**config.mk**
```make
export PLATFORM = sky130hd
export DESIGN_NAME = issue_ctrl
export DESIGN_NICKNAME = d
export VERILOG_FILES = /design/src/rtl/issue_ctrl_pkg.sv /design/src/rtl/issue_ctrl_scoreboard.sv /design/src/rtl/issue_ctrl.sv
export SDC_FILE = /design/constraint.sdc
export NUM_CORES = 1
export LEC_CHECK = 0
export BUFFER_PORTS_ARGS = -buffer_cell sky130_fd_sc_hd__buf_2
export CAP_MARGIN = 20
export CORE_ASPECT_RATIO = 0.7
export CORE_MARGIN = 3
export CORE_UTILIZATION = 53
export CTS_CLUSTER_SIZE = 14
export DETAILED_ROUTE_END_ITERATION = 12
export GPL_ROUTABILITY_DRIVEN = 0
export PLACE_DENSITY = 0.78
export SLEW_MARGIN = 25
export SYNTH_ARGS = -nofsm -noshare
export SYNTH_HDL_FRONTEND = slang
export SYNTH_SLANG_ARGS = --single-unit
```
**constraint.sdc**
```tcl
create_clock -name clk -period 4.5 [get_ports clk]
set_input_delay 0.9 -clock clk [delete_from_list [all_inputs] [get_ports clk]]
set_output_delay 0.9 -clock clk [all_outputs]
set_load 0.05 [all_outputs]
```
**src/rtl/issue_ctrl_pkg.sv**
```systemverilog
// issue_ctrl_pkg: shared widths, bit indices and FSM encoding for the issue controller
package issue_ctrl_pkg;
  localparam int NREG          = 16;
  localparam int DIR_W         = $clog2(NREG);
  localparam int FLUSH_CYC_DEF = 2;
  localparam int WB_R   = 0;
  localparam int WB_V   = 1;
  localparam int WB_MEM = 2;
  localparam int SRC_RW = 0;
  localparam int SRC_RZ = 1;
  localparam int SRC_VW = 2;
  localparam int SRC_VZ = 3;
  typedef enum logic [1:0] {
    ST_RUN      = 2'd0,
    ST_STALL_HZ = 2'd1,
    ST_STALL_EX = 2'd2,
    ST_FLUSH    = 2'd3
  } state_e;
endpackage

```
**src/rtl/issue_ctrl_scoreboard.sv**
```systemverilog
// issue_ctrl_scoreboard: pending-write bit per register, set on issue, cleared on write-back
module issue_ctrl_scoreboard
  import issue_ctrl_pkg::*;
#(
  parameter bit EXEMPT0 = 1'b0
) (
  input  logic             clk,
  input  logic             rst_n,
  input  logic             set_i,
  input  logic [DIR_W-1:0] set_dir_i,
  input  logic             clr_i,
  input  logic [DIR_W-1:0] clr_dir_i,
  input  logic [DIR_W-1:0] rd_a_dir_i,
  input  logic [DIR_W-1:0] rd_b_dir_i,
  input  logic [DIR_W-1:0] rd_c_dir_i,
  output logic             rd_a_o,
  output logic             rd_b_o,
  output logic             rd_c_o,
  output logic [NREG-1:0]  pend_o
);
  logic [NREG-1:0] pend_q, pend_d, set_m, clr_m, keep_m;
  // set is OR-ed after the clear so a same-index set survives the write-back
  always_comb begin
    keep_m    = {NREG{1'b1}};
    keep_m[0] = ~EXEMPT0;
    set_m     = set_i ? (NREG'(1) << set_dir_i) : '0;
    clr_m     = clr_i ? (NREG'(1) << clr_dir_i) : '0;
    pend_d    = ((pend_q & ~clr_m) | set_m) & keep_m;
  end
  always_ff @(posedge clk or negedge rst_n) begin
    if (!rst_n) pend_q <= '0;
    else        pend_q <= pend_d;
  end
  assign rd_a_o = pend_q[rd_a_dir_i];
  assign rd_b_o = pend_q[rd_b_dir_i];
  assign rd_c_o = pend_q[rd_c_dir_i];
  assign pend_o = pend_q;
endmodule

```
**src/rtl/issue_ctrl.sv**
```systemverilog
// issue_ctrl: decode issue gate with scalar/vector hazard scoreboards, flush refill and perf counters
module issue_ctrl
  import issue_ctrl_pkg::*;
#(
  parameter int FLUSH_CYC = FLUSH_CYC_DEF,
  parameter bit R0_ZERO   = 1'b1,
  parameter int CNT_W     = 16
) (
  input  logic             clk,
  input  logic             rst_n,
  input  logic             dec_valid_i,
  input  logic [3:0]       src_use_i,
  input  logic [DIR_W-1:0] rw_dir_i,
  input  logic [DIR_W-1:0] rz_dir_i,
  input  logic [DIR_W-1:0] vw_dir_i,
  input  logic [DIR_W-1:0] vz_dir_i,
  input  logic [DIR_W-1:0] rk_dir_i,
  input  logic [DIR_W-1:0] vk_dir_i,
  input  logic [2:0]       wb_op_i,
  input  logic             ex_ready_i,
  input  logic             flush_i,
  input  logic             wb_r_valid_i,
  input  logic [DIR_W-1:0] wb_r_dir_i,
  input  logic             wb_v_valid_i,
  input  logic [DIR_W-1:0] wb_v_dir_i,
  output logic             issue_o,
  output logic             stall_o,
  output logic [NREG-1:0]  r_pend_o,
  output logic [NREG-1:0]  v_pend_o,
  output logic [CNT_W-1:0] stall_cnt_o,
  output logic [CNT_W-1:0] issue_cnt_o
);
  localparam int FC_W = (FLUSH_CYC < 1) ? 1 : $clog2(FLUSH_CYC + 1);
  state_e           state_q, state_d;
  logic [FC_W-1:0]  fcnt_q, fcnt_d;
  logic [CNT_W-1:0] stall_cnt_q, stall_cnt_d, issue_cnt_q, issue_cnt_d;
  logic r_rw, r_rz, r_rk, v_vw, v_vz, v_vk;
  logic raw, waw, hazard, unused_mem;
  // stores carry no destination register, so the memory bit never touches the scoreboards
  assign unused_mem = wb_op_i[WB_MEM];
  issue_ctrl_scoreboard #(.EXEMPT0(R0_ZERO)) u_r_sb (
    .clk       (clk),
    .rst_n     (rst_n),
    .set_i     (issue_o & wb_op_i[WB_R]),
    .set_dir_i (rk_dir_i),
    .clr_i     (wb_r_valid_i),
    .clr_dir_i (wb_r_dir_i),
    .rd_a_dir_i(rw_dir_i),
    .rd_b_dir_i(rz_dir_i),
    .rd_c_dir_i(rk_dir_i),
    .rd_a_o    (r_rw),
    .rd_b_o    (r_rz),
    .rd_c_o    (r_rk),
    .pend_o    (r_pend_o)
  );
  issue_ctrl_scoreboard #(.EXEMPT0(1'b0)) u_v_sb (
    .clk       (clk),
    .rst_n     (rst_n),
    .set_i     (issue_o & wb_op_i[WB_V]),
    .set_dir_i (vk_dir_i),
    .clr_i     (wb_v_valid_i),
    .clr_dir_i (wb_v_dir_i),
    .rd_a_dir_i(vw_dir_i),
    .rd_b_dir_i(vz_dir_i),
    .rd_c_dir_i(vk_dir_i),
    .rd_a_o    (v_vw),
    .rd_b_o    (v_vz),
    .rd_c_o    (v_vk),
    .pend_o    (v_pend_o)
  );
  assign raw    = (src_use_i[SRC_RW] & r_rw) | (src_use_i[SRC_RZ] & r_rz) |
                  (src_use_i[SRC_VW] & v_vw) | (src_use_i[SRC_VZ] & v_vz);
  assign waw    = (wb_op_i[WB_R] & r_rk) | (wb_op_i[WB_V] & v_vk);
  assign hazard = dec_valid_i & (raw | waw);
  always_ff @(posedge clk or negedge rst_n) begin
    if (!rst_n) begin
      state_q <= ST_RUN;
      fcnt_q  <= '0;
    end else begin
      state_q <= state_d;
      fcnt_q  <= fcnt_d;
    end
  end
  // FLUSH holds for FLUSH_CYC cycles: leave once the counter would drop to zero
  always_comb begin
    state_d = state_q;
    fcnt_d  = fcnt_q;
    if (flush_i) begin
      state_d = ST_FLUSH;
      fcnt_d  = FC_W'(FLUSH_CYC);
    end else if (state_q == ST_FLUSH) begin
      fcnt_d  = (fcnt_q == '0) ? '0 : fcnt_q - 1'b1;
      state_d = (fcnt_q <= FC_W'(1)) ? ST_RUN : ST_FLUSH;
    end else begin
      state_d = !dec_valid_i ? ST_RUN :
                hazard       ? ST_STALL_HZ :
                !ex_ready_i  ? ST_STALL_EX : ST_RUN;
    end
  end
  // rst_n gating keeps the handshake quiet while reset is held, independent of clk
  always_comb begin
    issue_o = rst_n & dec_valid_i & ~hazard & ex_ready_i & ~flush_i & (state_q != ST_FLUSH);
    stall_o = rst_n & dec_valid_i & ~issue_o & ~flush_i;
  end
  always_comb begin
    stall_cnt_d = (stall_o && !(&stall_cnt_q)) ? stall_cnt_q + 1'b1 : stall_cnt_q;
    issue_cnt_d = (issue_o && !(&issue_cnt_q)) ? issue_cnt_q + 1'b1 : issue_cnt_q;
  end
  always_ff @(posedge clk or negedge rst_n) begin
    if (!rst_n) begin
      stall_cnt_q <= '0;
      issue_cnt_q <= '0;
    end else begin
      stall_cnt_q <= stall_cnt_d;
      issue_cnt_q <= issue_cnt_d;
    end
  end
  assign stall_cnt_o = stall_cnt_q;
  assign issue_cnt_o = issue_cnt_q;
endmodule

```
==> impl_metrics.ini <==
[route]
num_vias = 3686
wl_mm = 10.64
final_antenna_net_count = 0
via_per_inst = 6.123
routedWlPerCell_microns = 17.68
drtPass1Iterations = 5
drcViolationCount = 0
drt_iter0_markers = 315

[outcome]
status = finished clean

[floorplanning]
die_y_microns = 78.20
io_pins = 112
dieArea_sq_mm = 0.008534
die_x_microns = 109.1
core_sq_mm = 0.006975
initial_utilization_pct = 56.57
rows = 25

[logic_synthesis]
ys_types = 49
synth.avg_cell_area_sq_um = 9.965
async_flop_share_pct = 100.0
syn_nets = 444
synth-edff-count = 0
yosys-top-cells-area = dfrtp_1 42%, o21ai_0 8.0%, mux4_2 8.0%, mux2i_1 5.6%, nand3_1 3.2%
seq_area_frac_synth_pct = 42.49
ys_warn_count = 0
ys_ff_latch = 67
ys.flop_type = dfrtp_1
post-synth-top-area-cell = dfrtp_1
syn_inst = 396
syn-cell-area_sq_mm = 0.003946
synth_top_area_share_pct = 42.49

[grt]
grt_pass1_vias = 3384
track_usage_pct = 25.39
grt_overflow = 0
grt_start_max_net_pins = 68
antenna_found_initial = 0
grt_first_pass_wirelength_mm = 16.94

[cells_and_area]
diodes = 0
final_cell_mix = 109 x buf_2, 67 x dfrtp_1, 63 x o21ai_0, 27 x nand2_1, 25 x nand3_1
final_common_cell = buf_2
nets = 552
multi_input_area_sq_mm = 0.002181
post-route-util_pct = 67.91
areaGrowthSynthToFinish_pct = 20.04
final.fill_count = 573
layout-drive-gt1-share_pct = 29.72
regArea_sq_mm = 0.001677

[timing]
tns_ns = 0
tightest_slew_ns = 0.8345
relSlewSlack_pct = 44.36
rsz0062_at_grt = false
finalCriticalPeriod_ns = 4.057
fin_crit_sh_pct = 90.16
setup_viol = 0
finalMaxSlewViolations = 0
fmax_mhz = 246.5
hold_violations = 0
skew_ns = 0.009748

[clock_network]
cts_tree = built
cts_resized = 0
path_clk_slew_ns = 0.07
htree_levels = 3
cts.sinks = 67
ctsHoldBuffers = 0
cts.path.max_buffers = 2
clock-root-buffer = clkbuf_8
clk_latency_ns = 0.34
post-cts-setup-buffers = 0
cts_buffers = 9

[critical_path]
worstSetupEndpointType = output pin
cp-start-kind = input port
worst_ep_arrival_time_ns = 3.16
critPathMaxFanout = 5
critPathKind = input port to output pin
cp.required_ns = 3.60

[power]
p_per_area_mw_per_mm2 = 327.8
worst_ir_drop_vdd_mv = 0.3985
p_leak_nw = 2.318

[worst_hold_path]
hp-class = flip-flop to flip-flop

[run]
maxCapViolations = 0

[placement]
dp_hpwl_mm = 7.930
numPortBuffers = 109
-- Yosys cell counts (2+ instances only) --
| cell type | instances |
|---|---|
| and4b_1 | 2 |
| a22oi_1 | 2 |
| ha_1 | 2 |
| mux2_2 | 5 |
| buf_2 | 2 |
| nor2_1 | 15 |
| xnor2_1 | 13 |
| mux2_1 | 2 |
| o22ai_1 | 2 |
| nand2_1 | 27 |
| mux4_2 | 14 |
| nor2b_1 | 6 |
| inv_1 | 5 |
| nand2b_1 | 15 |
| a31oi_1 | 2 |
| clkbuf_1 | 9 |
| nand4_1 | 13 |
| nor4b_1 | 2 |
| nor3_1 | 16 |
| and3_1 | 9 |
| xor2_1 | 13 |
| mux2i_1 | 22 |
| buf_4 | 3 |
| nor4_1 | 5 |
| nand4b_1 | 2 |
| nand3b_1 | 2 |
| a21oi_1 | 6 |
| or2_2 | 5 |
| o21ai_0 | 63 |
| nand3_1 | 25 |
| and4_1 | 3 |
| dfrtp_1 | 67 |
-- final cells by class --
cell class / instances / share of cell area (%)
inverters: 5 / 0.3962
clock inverters: 3 / 0.8452
well taps: 94 / 2.483
multi-input cells: 309 / 46.04
flip-flops and latches: 67 / 35.39
clock buffers: 12 / 2.853
repair buffers: 112 / 11.99
-- power breakdown --
part           switching, mW  total (mW)  internal (mW)
Sequential            0.0584       0.708          0.649
Clock                  0.216       0.468          0.252
Combinational          0.266       0.377          0.111
Total                  0.540        1.55           1.01
-- sequential cells by signal, indices dropped and copies added (netlist names) --
name and count:
u_v_sb.pend_o 16, stall_cnt_o 16, fcnt_q 2, u_r_sb.pend_o 15, state_q 2, issue_cnt_o 16
-- layer usage --
layer  up-vias  global-route usage (%)  share of wire [%]  wire (microns)
met5         -                       0                  0               0
met4         0                   7.566                1.2             124
met3        23                   6.409                 10            1080
met2       213                   35.91                 43            4570
met1      1763                   38.35                 46            4868
li1       1687                       -                  -               -
-- cell families (layout without fill, tap and decap cells) --
group / Yosys count / count (layout) / synth area share (%)
buf+inv: 20 / 132 / 2.251
fa+ha+maj: 2 / 2 / 0.6340
flops: 67 / 67 / 42.49
simple gates: 154 / 154 / 21.78
other cells: 1 / 1 / 0.09503
mux: 43 / 43 / 15.57
compound gates: 83 / 83 / 11.41
xor+xnor: 26 / 26 / 5.770
-- per-stage QoR --
| stage | setup WS [ns] | instance area [sq um] | instances | hold WS, ns | power, mW |
|---|---|---|---|---|---|
| after CTS | 0.4323 | 4737 | 602 | 0.4932 | 1.566 |
| after detailed placement | 0.4383 | 4562 | 587 | 0.4790 | 1.094 |
| after floorplan | 0.2973 | 3946 | 396 | 0.4776 | 0.9681 |
| final | 0.4429 | 4737 | 602 | 0.4903 | 1.553 |
| after global routing | 0.3407 | 4737 | 602 | 0.5137 | 1.634 |
| after global placement | 0.4204 | 4562 | 587 | 0.4768 | 1.081 |
-- path summary, 6_finish.rpt --
| path | depth (start not counted) | slack, ns | end | startpoint |
|---|---|---|---|---|
| setup / recovery | 7 | 0.44 | issue_o | vw_dir_i[1] |
| hold reg to reg | 1 | 0.49 | issue_cnt_o[7]$_DFFE_PN0P_ | issue_cnt_o[7]$_DFFE_PN0P_ |
| max in group asynchronous | 2 | 3.17 | u_r_sb.pend_o[7]$_DFF_PN0_ | rst_n |
| setup reg to reg | 8 | 1.24 | u_v_sb.pend_o[6]$_DFF_PN0_ | u_v_sb.pend_o[6]$_DFF_PN0_ |
| hold / removal | 1 | 0.49 | issue_cnt_o[7]$_DFFE_PN0P_ | issue_cnt_o[7]$_DFFE_PN0P_ |
| min in group asynchronous | 2 | 0.79 | stall_cnt_o[2]$_DFFE_PN0P_ | rst_n |
-- critical path, cell delays in order --
cell     delay [ns]
buf_2          0.16
mux4_2         0.51
mux2i_1        0.15
o22ai_1        0.09
or4_1          0.59
nor4_4         0.41
buf_2          0.34
No activity file was read; power rests on OpenSTA's default activity.
